## src/rtl/sdr_if_pkg.sv

```systemverilog
// Shared definitions for the AD9361 TX sample path: FSM encoding, default
// rates and a saturating counter helper.
package sdr_if_pkg;

  typedef enum logic [1:0] {
    ST_IDLE     = 2'd0,
    ST_RUN      = 2'd1,
    ST_UNDERRUN = 2'd2
  } feeder_state_e;

  localparam int unsigned RATIO_DEFAULT      = 12;
  localparam int unsigned DATA_W_DEFAULT     = 12;
  localparam int unsigned IDLE_LIMIT_DEFAULT = 16;

  // RATIO is at most 15, so a 4-bit phase always suffices.
  localparam int unsigned PHASE_W = 4;

  function automatic logic [15:0] sat_inc16(input logic [15:0] v);
    return (v == 16'hFFFF) ? v : v + 16'd1;
  endfunction

endpackage

```

## src/rtl/phase_counter.sv

```systemverilog
// Modulo-RATIO phase counter; held at zero while disabled, wrap_o marks the
// last phase of each period.
module phase_counter
  import sdr_if_pkg::*;
#(
  parameter int unsigned RATIO = RATIO_DEFAULT
) (
  input  logic clk_i,
  input  logic rst_i,
  input  logic en_i,
  output logic wrap_o
);

  localparam logic [PHASE_W-1:0] LAST = PHASE_W'(RATIO - 1);

  logic [PHASE_W-1:0] phase_q;
  logic [PHASE_W-1:0] phase_d;

  always_comb begin
    phase_d = '0;
    if (en_i && (phase_q != LAST)) begin
      phase_d = phase_q + PHASE_W'(1);
    end
  end

  always_ff @(posedge clk_i or posedge rst_i) begin
    if (rst_i) begin
      phase_q <= '0;
    end else begin
      phase_q <= phase_d;
    end
  end

  assign wrap_o = (phase_q == LAST);

endmodule

```

## src/rtl/tx_sample_feeder.sv

```systemverilog
// Pulls one {Q,I} sample every RATIO clocks from a FIFO and holds it on the
// AD9361 TX port, zeroing the port and counting every missed sample slot.
module tx_sample_feeder
  import sdr_if_pkg::*;
#(
  parameter int unsigned RATIO      = RATIO_DEFAULT,
  parameter int unsigned DATA_W     = DATA_W_DEFAULT,
  parameter int unsigned IDLE_LIMIT = IDLE_LIMIT_DEFAULT
) (
  input  logic                AD9361_CLK,
  input  logic                rst_AD9361,
  input  logic                enable,
  input  logic                s_axis_tvalid,
  output logic                s_axis_tready,
  input  logic [2*DATA_W-1:0] s_axis_tdata,
  output logic [DATA_W-1:0]   tx_I,
  output logic [DATA_W-1:0]   tx_Q,
  output logic                tx_active,
  output logic                underrun_pulse,
  output logic [15:0]         underrun_cnt
);

  localparam logic [7:0] LIMIT = 8'(IDLE_LIMIT);

  feeder_state_e     state_q, state_d;
  logic [7:0]        miss_q, miss_d;
  logic [DATA_W-1:0] tx_i_q, tx_i_d;
  logic [DATA_W-1:0] tx_q_q, tx_q_d;
  logic              pulse_q, pulse_d;
  logic [15:0]       cnt_q, cnt_d;

  logic slot;
  logic hs;
  logic miss;

  phase_counter #(
    .RATIO (RATIO)
  ) u_phase (
    .clk_i  (AD9361_CLK),
    .rst_i  (rst_AD9361),
    .en_i   (enable),
    .wrap_o (slot)
  );

  assign s_axis_tready = enable & slot;
  assign hs            = s_axis_tvalid & s_axis_tready;
  assign miss          = s_axis_tready & ~s_axis_tvalid;

  always_comb begin
    state_d = state_q;
    miss_d  = miss_q;
    tx_i_d  = tx_i_q;
    tx_q_d  = tx_q_q;
    pulse_d = 1'b0;

    if (!enable) begin
      state_d = ST_IDLE;
      miss_d  = '0;
      tx_i_d  = '0;
      tx_q_d  = '0;
    end else begin
      unique case (state_q)
        ST_IDLE: begin
          if (hs) begin
            tx_i_d  = s_axis_tdata[DATA_W-1:0];
            tx_q_d  = s_axis_tdata[2*DATA_W-1:DATA_W];
            miss_d  = '0;
            state_d = ST_RUN;
          end
        end
        ST_RUN: begin
          if (hs) begin
            tx_i_d = s_axis_tdata[DATA_W-1:0];
            tx_q_d = s_axis_tdata[2*DATA_W-1:DATA_W];
          end else if (miss) begin
            tx_i_d  = '0;
            tx_q_d  = '0;
            pulse_d = 1'b1;
            miss_d  = 8'd1;
            // A limit of one means the first miss already exhausts the budget.
            state_d = (LIMIT == 8'd1) ? ST_IDLE : ST_UNDERRUN;
          end
        end
        ST_UNDERRUN: begin
          if (hs) begin
            tx_i_d  = s_axis_tdata[DATA_W-1:0];
            tx_q_d  = s_axis_tdata[2*DATA_W-1:DATA_W];
            miss_d  = '0;
            state_d = ST_RUN;
          end else if (miss) begin
            pulse_d = 1'b1;
            miss_d  = miss_q + 8'd1;
            if (miss_d == LIMIT) begin
              state_d = ST_IDLE;
            end
          end
        end
        default: begin
          state_d = ST_IDLE;
          miss_d  = '0;
          tx_i_d  = '0;
          tx_q_d  = '0;
        end
      endcase
    end

    cnt_d = pulse_d ? sat_inc16(cnt_q) : cnt_q;
  end

  always_ff @(posedge AD9361_CLK or posedge rst_AD9361) begin
    if (rst_AD9361) begin
      state_q <= ST_IDLE;
      miss_q  <= '0;
      tx_i_q  <= '0;
      tx_q_q  <= '0;
      pulse_q <= 1'b0;
      cnt_q   <= '0;
    end else begin
      state_q <= state_d;
      miss_q  <= miss_d;
      tx_i_q  <= tx_i_d;
      tx_q_q  <= tx_q_d;
      pulse_q <= pulse_d;
      cnt_q   <= cnt_d;
    end
  end

  // Reads the live register so the async reset clears it without an edge.
  assign tx_active      = (state_q == ST_RUN) || (state_q == ST_UNDERRUN);
  assign tx_I           = tx_i_q;
  assign tx_Q           = tx_q_q;
  assign underrun_pulse = pulse_q;
  assign underrun_cnt   = cnt_q;

endmodule
```

## config.mk

```make
export PLATFORM = sky130hd
export DESIGN_NAME = tx_sample_feeder
export DESIGN_NICKNAME = d
export VERILOG_FILES = /design/src/rtl/sdr_if_pkg.sv /design/src/rtl/phase_counter.sv /design/src/rtl/tx_sample_feeder.sv
export SDC_FILE = /design/constraint.sdc
export NUM_CORES = 1
export LEC_CHECK = 0
export ABC_AREA = 1
export CAP_MARGIN = 20
export CORE_UTILIZATION = 53
export DETAILED_ROUTE_END_ITERATION = 16
export HOLD_SLACK_MARGIN = 0.06
export PLACE_DENSITY = 0.83
export REMOVE_ABC_BUFFERS = 1
export SLEW_MARGIN = 20
export SYNTH_ARGS = -nofsm -noshare
export SYNTH_HDL_FRONTEND = slang
export SYNTH_HIERARCHICAL = 1
export SYNTH_SLANG_ARGS = --single-unit
```

## constraint.sdc

```tcl
create_clock -name AD9361_CLK -period 3.44 [get_ports AD9361_CLK]
set_input_delay 0.86 -clock AD9361_CLK [delete_from_list [all_inputs] [get_ports AD9361_CLK]]
set_output_delay 0.86 -clock AD9361_CLK [all_outputs]
set_load 0.05 [all_outputs]
```

==> results of run 1 <==
power groups by stage:
stage / logic [mW] / registers [mW] / clock network [mW]
3_3_place_gp: 1.20 / 0.867 / 0
4_1_cts: 1.23 / 0.862 / 0.385
2_1_floorplan: 0.391 / 1.29 / 0
3_5_place_dp: 1.22 / 0.875 / 0
5_1_grt: 1.32 / 0.875 / 0.404
6_report: 1.22 / 0.861 / 0.378
flip-flops by register name, indices dropped and copies added, names as in the netlist:
signal           cells
underrun_cnt        16
tx_I                12
tx_Q                12
miss_q               8
u_phase/phase_q      4
state_q              2
underrun_pulse       1
final timing paths:
path                                      end  slack [ns]               start  depth (start not counted)
max in group asynchronous             tx_Q[7]        1.88          rst_AD9361                          3
min                                   tx_Q[0]        0.49             tx_Q[0]                          2
max reg2reg                           tx_I[9]        1.38  u_phase/phase_q[0]                          9
min reg2reg                           tx_Q[0]        0.49             tx_Q[0]                          2
max                                 tx_active        0.65          state_q[0]                          3
min in group asynchronous  u_phase/phase_q[2]        0.78          rst_AD9361                          2
cells in the mapped netlist, drive strengths merged:
master  count  share of area, %
xnor2       8               2.4
nand3      42               7.5
xor2        5               1.5
a21oi       3              0.65
nand2      93                13
dfrtp      55                48
buf        10               3.0
nor3        2              0.35
inv        40               5.2
ha          8               3.5
nor2       32               5.9
nand4       6               1.3
clkbuf      1              0.13
o21ai      39               7.3
a31oi       1              0.22
o21bai      1              0.26
worst max-delay path: cells and delay by family (launching register included):
| family | cells | cell delay (ns) |
|---|---|---|
| fa+ha+maj | 1 | 0.31 |
| flops | 1 | 0.44 |
| buf+inv | 2 | 0.88 |
stage by stage:
step           std cells  power, mW  utilization [%]  setup WS [ns]  hold slack, ns
6_report             488      2.462            71.84         0.6473          0.4919
5_1_grt              488      2.595            71.84         0.5998          0.5090
4_1_cts              488      2.474            71.84         0.6420          0.4936
3_5_place_dp         480      2.097            69.93         0.6036          0.4725
3_3_place_gp         480      2.068            69.93         0.6969          0.4652
2_1_floorplan        335      1.679                -         0.9122          0.4501
area by class of cell:
cell class / instances / share of cell area (%)
sequential: 55 / 37.04
multi-input combinational: 240 / 33.77
timing repair buffer: 75 / 20.13
inverter: 40 / 4.040
tap: 70 / 2.357
clock buffer: 6 / 2.222
clock inverter: 2 / 0.4377
per-layer routing:
| layer | wire (um) | GRT usage, % | up-vias |
|---|---|---|---|
| met1 | 2903 | 30.23 | 1176 |
| met3 | 262 | 3.307 | 11 |
| li1 | - | - | 1250 |
| met4 | 91 | 7.407 | 0 |
| met5 | 0 | 0 | - |
| met2 | 2997 | 39.38 | 65 |
kinds of logic after synthesis:
group,after synthesis,synth area share (%)
AOI/OAI and AO/OA,44,8.454
xor gates and xnor gates,13,3.965
adders and majority gates,8,3.486
buffers and inverters,51,8.366
DFF,55,47.93
and+or+nand+nor,175,27.80
==> impl_metrics.yaml, run 1 <==
sta:
  fin_crit_sh_pct: 81.18
  rsz0062_at_grt: "false"
  fmax_mhz: 358.1
  worst-slew-pin-transition_ns: 0.6151
  finalSetupViolCount: 0
  skew_ns: 0.007591
  fin_tns_setup_ns: 0
  slew_headroom_pct: 58.84
  fin_crit_ns: 2.793
  final_hold_viol_count: 0
  slew_viol_final: 0
critical_path:
  cp_cell_sequence: "inv_1, ha_1, clkdlybuf4s50_1"
  path_class: "register to output port"
  path_max_fanout: 5
  crit_path_end_kind: "output port"
  startpoint_type: "register"
  worstPathArrival_ns: 1.93
  slowest_delay_ns: 0.80
  cp.required_ns: 2.58
  slowest_stage: "clkdlybuf4s50_1"
floorplan:
  dieArea_mm2: 0.005716
  rows: 26
  start_util_pct: 55.52
  dieHeight_um: 75.61
  io-pin-count: 71
  core_region_area_mm2: 0.005172
  fp.dieW_um: 75.61
finish:
  layout.nets: 453
  final_cell_mix: "88 x nand2_1, 69 x clkdlybuf4s50_1, 55 x dfrtp_1, 41 x nand3_1, 34 x inv_1"
  fin_area_mm2: 0.003716
  multiInputGateArea_mm2: 0.001255
  final-seq-area_mm2: 0.001376
  diodes: 0
  layout_commonest_cell: "nand2_1"
  synthToLayoutAreaGrowth_pct: 29.41
  fillCellCount: 387
  drive_above_1_share_pct: 8.852
drt:
  vias: 2502
  routedWlPerCell_um: 12.82
  drt-initial-drc-count: 177
  drtAntennaViolNets: 0
  vias_per_cell: 5.127
  wirelength_um: 6255
  drc: 0
  drtPass1Iterations: 4
clock_network:
  cts_sinks: 55
  cts_setup_buffers: 0
  ctsResizeCount: 0
  clkTransAtPathRegs_ns: 0.10
  cts_max_level: 2
  cts_tree: "yes"
  worst_skew_pair.late_latency_ns: 0.31
  cts_hold_buf: 0
  cts_made_buffers: 5
  clockBufferDepth: 2
  root_buffer: "clkbuf_8"
global_routing:
  grt_util_all_layers_pct: 23.01
  grt_pass1_vias: 2313
  grt_max_degree: 49
  overflow: 0
  antenna_found_initial: 0
  grt_pass1_wl_um: 10030
pwr:
  ir_drop_mv: 0.5326
  p_switching_mw: 1.146
  leakage_nw: 1.708
  swShare_pct: 46.54
  p_per_area_mw_per_mm2: 662.4
  p_seq_share_pct: 35.0
  power_frac_comb_pct: 49.7
  internal-power_mw: 1.316
  pwr-share-clk_pct: 15.3
place:
  io_buffers: 70
  dpl_cell_area_mm2: 0.003617
  dp_hpwl_um: 4673
  gp_congestion: 0.8691
job:
  cap_violations: 0
hold_path:
  hold_path_class: "register to register"
synthesis:
  ys_seq_area_share_pct: 47.93
  syn_area_per_cell_um2: 8.299
  syn_area_mm2: 0.002872
  yosysUniqueCellTypes: 29
  yosysWarnings: 6
  synth_cells: 346
  synth-seq-cells: 55
run_status:
  status: "completed"
Power figures use the tool's default switching activity.
==> run 2, diff against run 1 <==
- CORE_UTILIZATION: 53 -> 49
- PLACE_DENSITY: 0.83 -> 0.77
- clock period: 3.44 -> 2.9 ns (I/O delays scaled with it)
==> run 2 against run 1 <==
Critical path depth stayed put. Sequential power increased by 18%. Flip-flop and latch count did not move. Critical endpoint unchanged. Largest power group unchanged.
==> impl_metrics.yaml, run 2 (synthesis gave the netlist of run 1 again) <==
sta:
  hold_ws_ns: 0.4946
  fin_crit_ns: 2.670
  fin_tns_setup_ns: 0
  fin_crit_sh_pct: 92.07
  slew_viol_final: 0
  worst-slew-pin-transition_ns: 0.6489
  rsz0062_at_grt: "false"
  final_hold_viol_count: 0
  fmax_mhz: 374.5
  finalSetupViolCount: 0
  skew_ns: 0.009692
  slew_headroom_pct: 56.74
finish:
  layout.nets: 453
  drive_above_1_share_pct: 8.852
  diodes: 0
  layout_commonest_cell: "nand2_1"
  synthToLayoutAreaGrowth_pct: 29.15
  largest_reg_flops: 16
  final_cell_mix: "88 x nand2_1, 69 x clkdlybuf4s50_1, 55 x dfrtp_1, 41 x nand3_1, 34 x inv_1"
pwr:
  p_seq_share_pct: 35.3
  internal-power_mw: 1.535
  finalPower_mw: 2.877
  ir_drop_mv: 0.6305
  p_per_area_mw_per_mm2: 775.7
  pwr-share-clk_pct: 14.4
  power_frac_comb_pct: 50.3
  swShare_pct: 46.63
  p_switching_mw: 1.342
  leakage_nw: 1.701
place:
  gp_congestion: 0.8789
  dp_hpwl_um: 4564
  io_buffers: 70
clock_network:
  cts_max_level: 2
  cts_sinks: 55
  cts_made_buffers: 5
  cts_tree: "yes"
  worst_skew_pair.late_latency_ns: 0.31
  clkTransAtPathRegs_ns: 0.10
  root_buffer: "clkbuf_8"
  cts_hold_buf: 0
  cts_setup_buffers: 0
  clockBufferDepth: 2
  ctsResizeCount: 0
drt:
  routedWlPerCell_um: 12.70
  wirelength_um: 6224
  drtPass1Iterations: 4
  vias: 2450
  drtAntennaViolNets: 0
  drc: 0
  vias_per_cell: 5.000
  drt-initial-drc-count: 136
hold_path:
  hold_path_class: "register to register"
  min_path_cells: 2
floorplan:
  fp.dieW_um: 78.55
  core_region_area_mm2: 0.005574
  rows: 27
  dieArea_mm2: 0.006170
  dieHeight_um: 78.55
  start_util_pct: 51.52
  io-pin-count: 71
global_routing:
  grt_pass1_wl_um: 10690
  grt_util_all_layers_pct: 21.93
  overflow: 0
  grt_pass1_vias: 2476
  antenna_found_initial: 0
  grt_max_degree: 52
critical_path:
  path_class: "register to output port"
  path_max_fanout: 5
  worstPathArrival_ns: 1.95
  cp.required_ns: 2.17
  reg2reg_depth: 12
  startpoint_type: "register"
  crit_path_end_kind: "output port"
job:
  cap_violations: 0
run_status:
  status: "completed"
[run 2: layout make-up]
type / count / area (um2)
clock inverters: 3 / 20.02
inverters: 40 / 150.1
fillers: 474 / 1866
repair buffers: 75 / 748.2
flip-flops and latches: 55 / 1376
multi-input cells: 240 / 1255
well taps: 72 / 90.09
clock buffers: 5 / 68.82
[run 2: worst max-delay path: stages (launching register included)]
cell	delay, ns
dfrtp_1	0.43
inv_1	0.09
ha_1	0.31
clkdlybuf4s50_1	0.81
[run 2: stage by stage]
| stage | setup WS (ns) | utilization [%] | area (um2) | instances |
|---|---|---|---|---|
| after floorplan | 0.4498 | - | 2781 | 335 |
| after global placement | 0.4649 | 64.94 | 3620 | 482 |
| after detailed placement | 0.4082 | 64.94 | 3620 | 482 |
| after CTS | 0.1971 | 66.53 | 3709 | 490 |
| after global routing | 0.1381 | 66.53 | 3709 | 490 |
| final | 0.2300 | 66.53 | 3709 | 490 |
[run 2: power groups by stage]
| stage | Clock, mW | Sequential [mW] | Combinational [mW] |
|---|---|---|---|
| after floorplan | 0 | 1.53 | 0.464 |
| after global placement | 0 | 1.03 | 1.44 |
| after detailed placement | 0 | 1.03 | 1.45 |
| after CTS | 0.432 | 1.02 | 1.46 |
| after global routing | 0.459 | 1.04 | 1.56 |
| final | 0.415 | 1.02 | 1.45 |
[run 2: final timing paths]
check | from | to | slack, ns
worst max-delay path | state_q[0] | tx_active | 0.23
worst min-delay path | tx_I[8] | tx_I[8] | 0.49
worst max register to register | u_phase/phase_q[0] | underrun_cnt[12] | 0.84
worst min register to register | tx_I[8] | tx_I[8] | 0.49
max in group asynchronous | rst_AD9361 | state_q[0] | 1.53
min in group asynchronous | rst_AD9361 | u_phase/phase_q[3] | 0.65
[run 2: per-layer routing]
metal | GRT usage (%) | part of all wire, %
met5 | 0 | 0
met4 | 10.00 | 1.6
met3 | 3.605 | 4.0
met2 | 37.30 | 49
met1 | 27.14 | 45
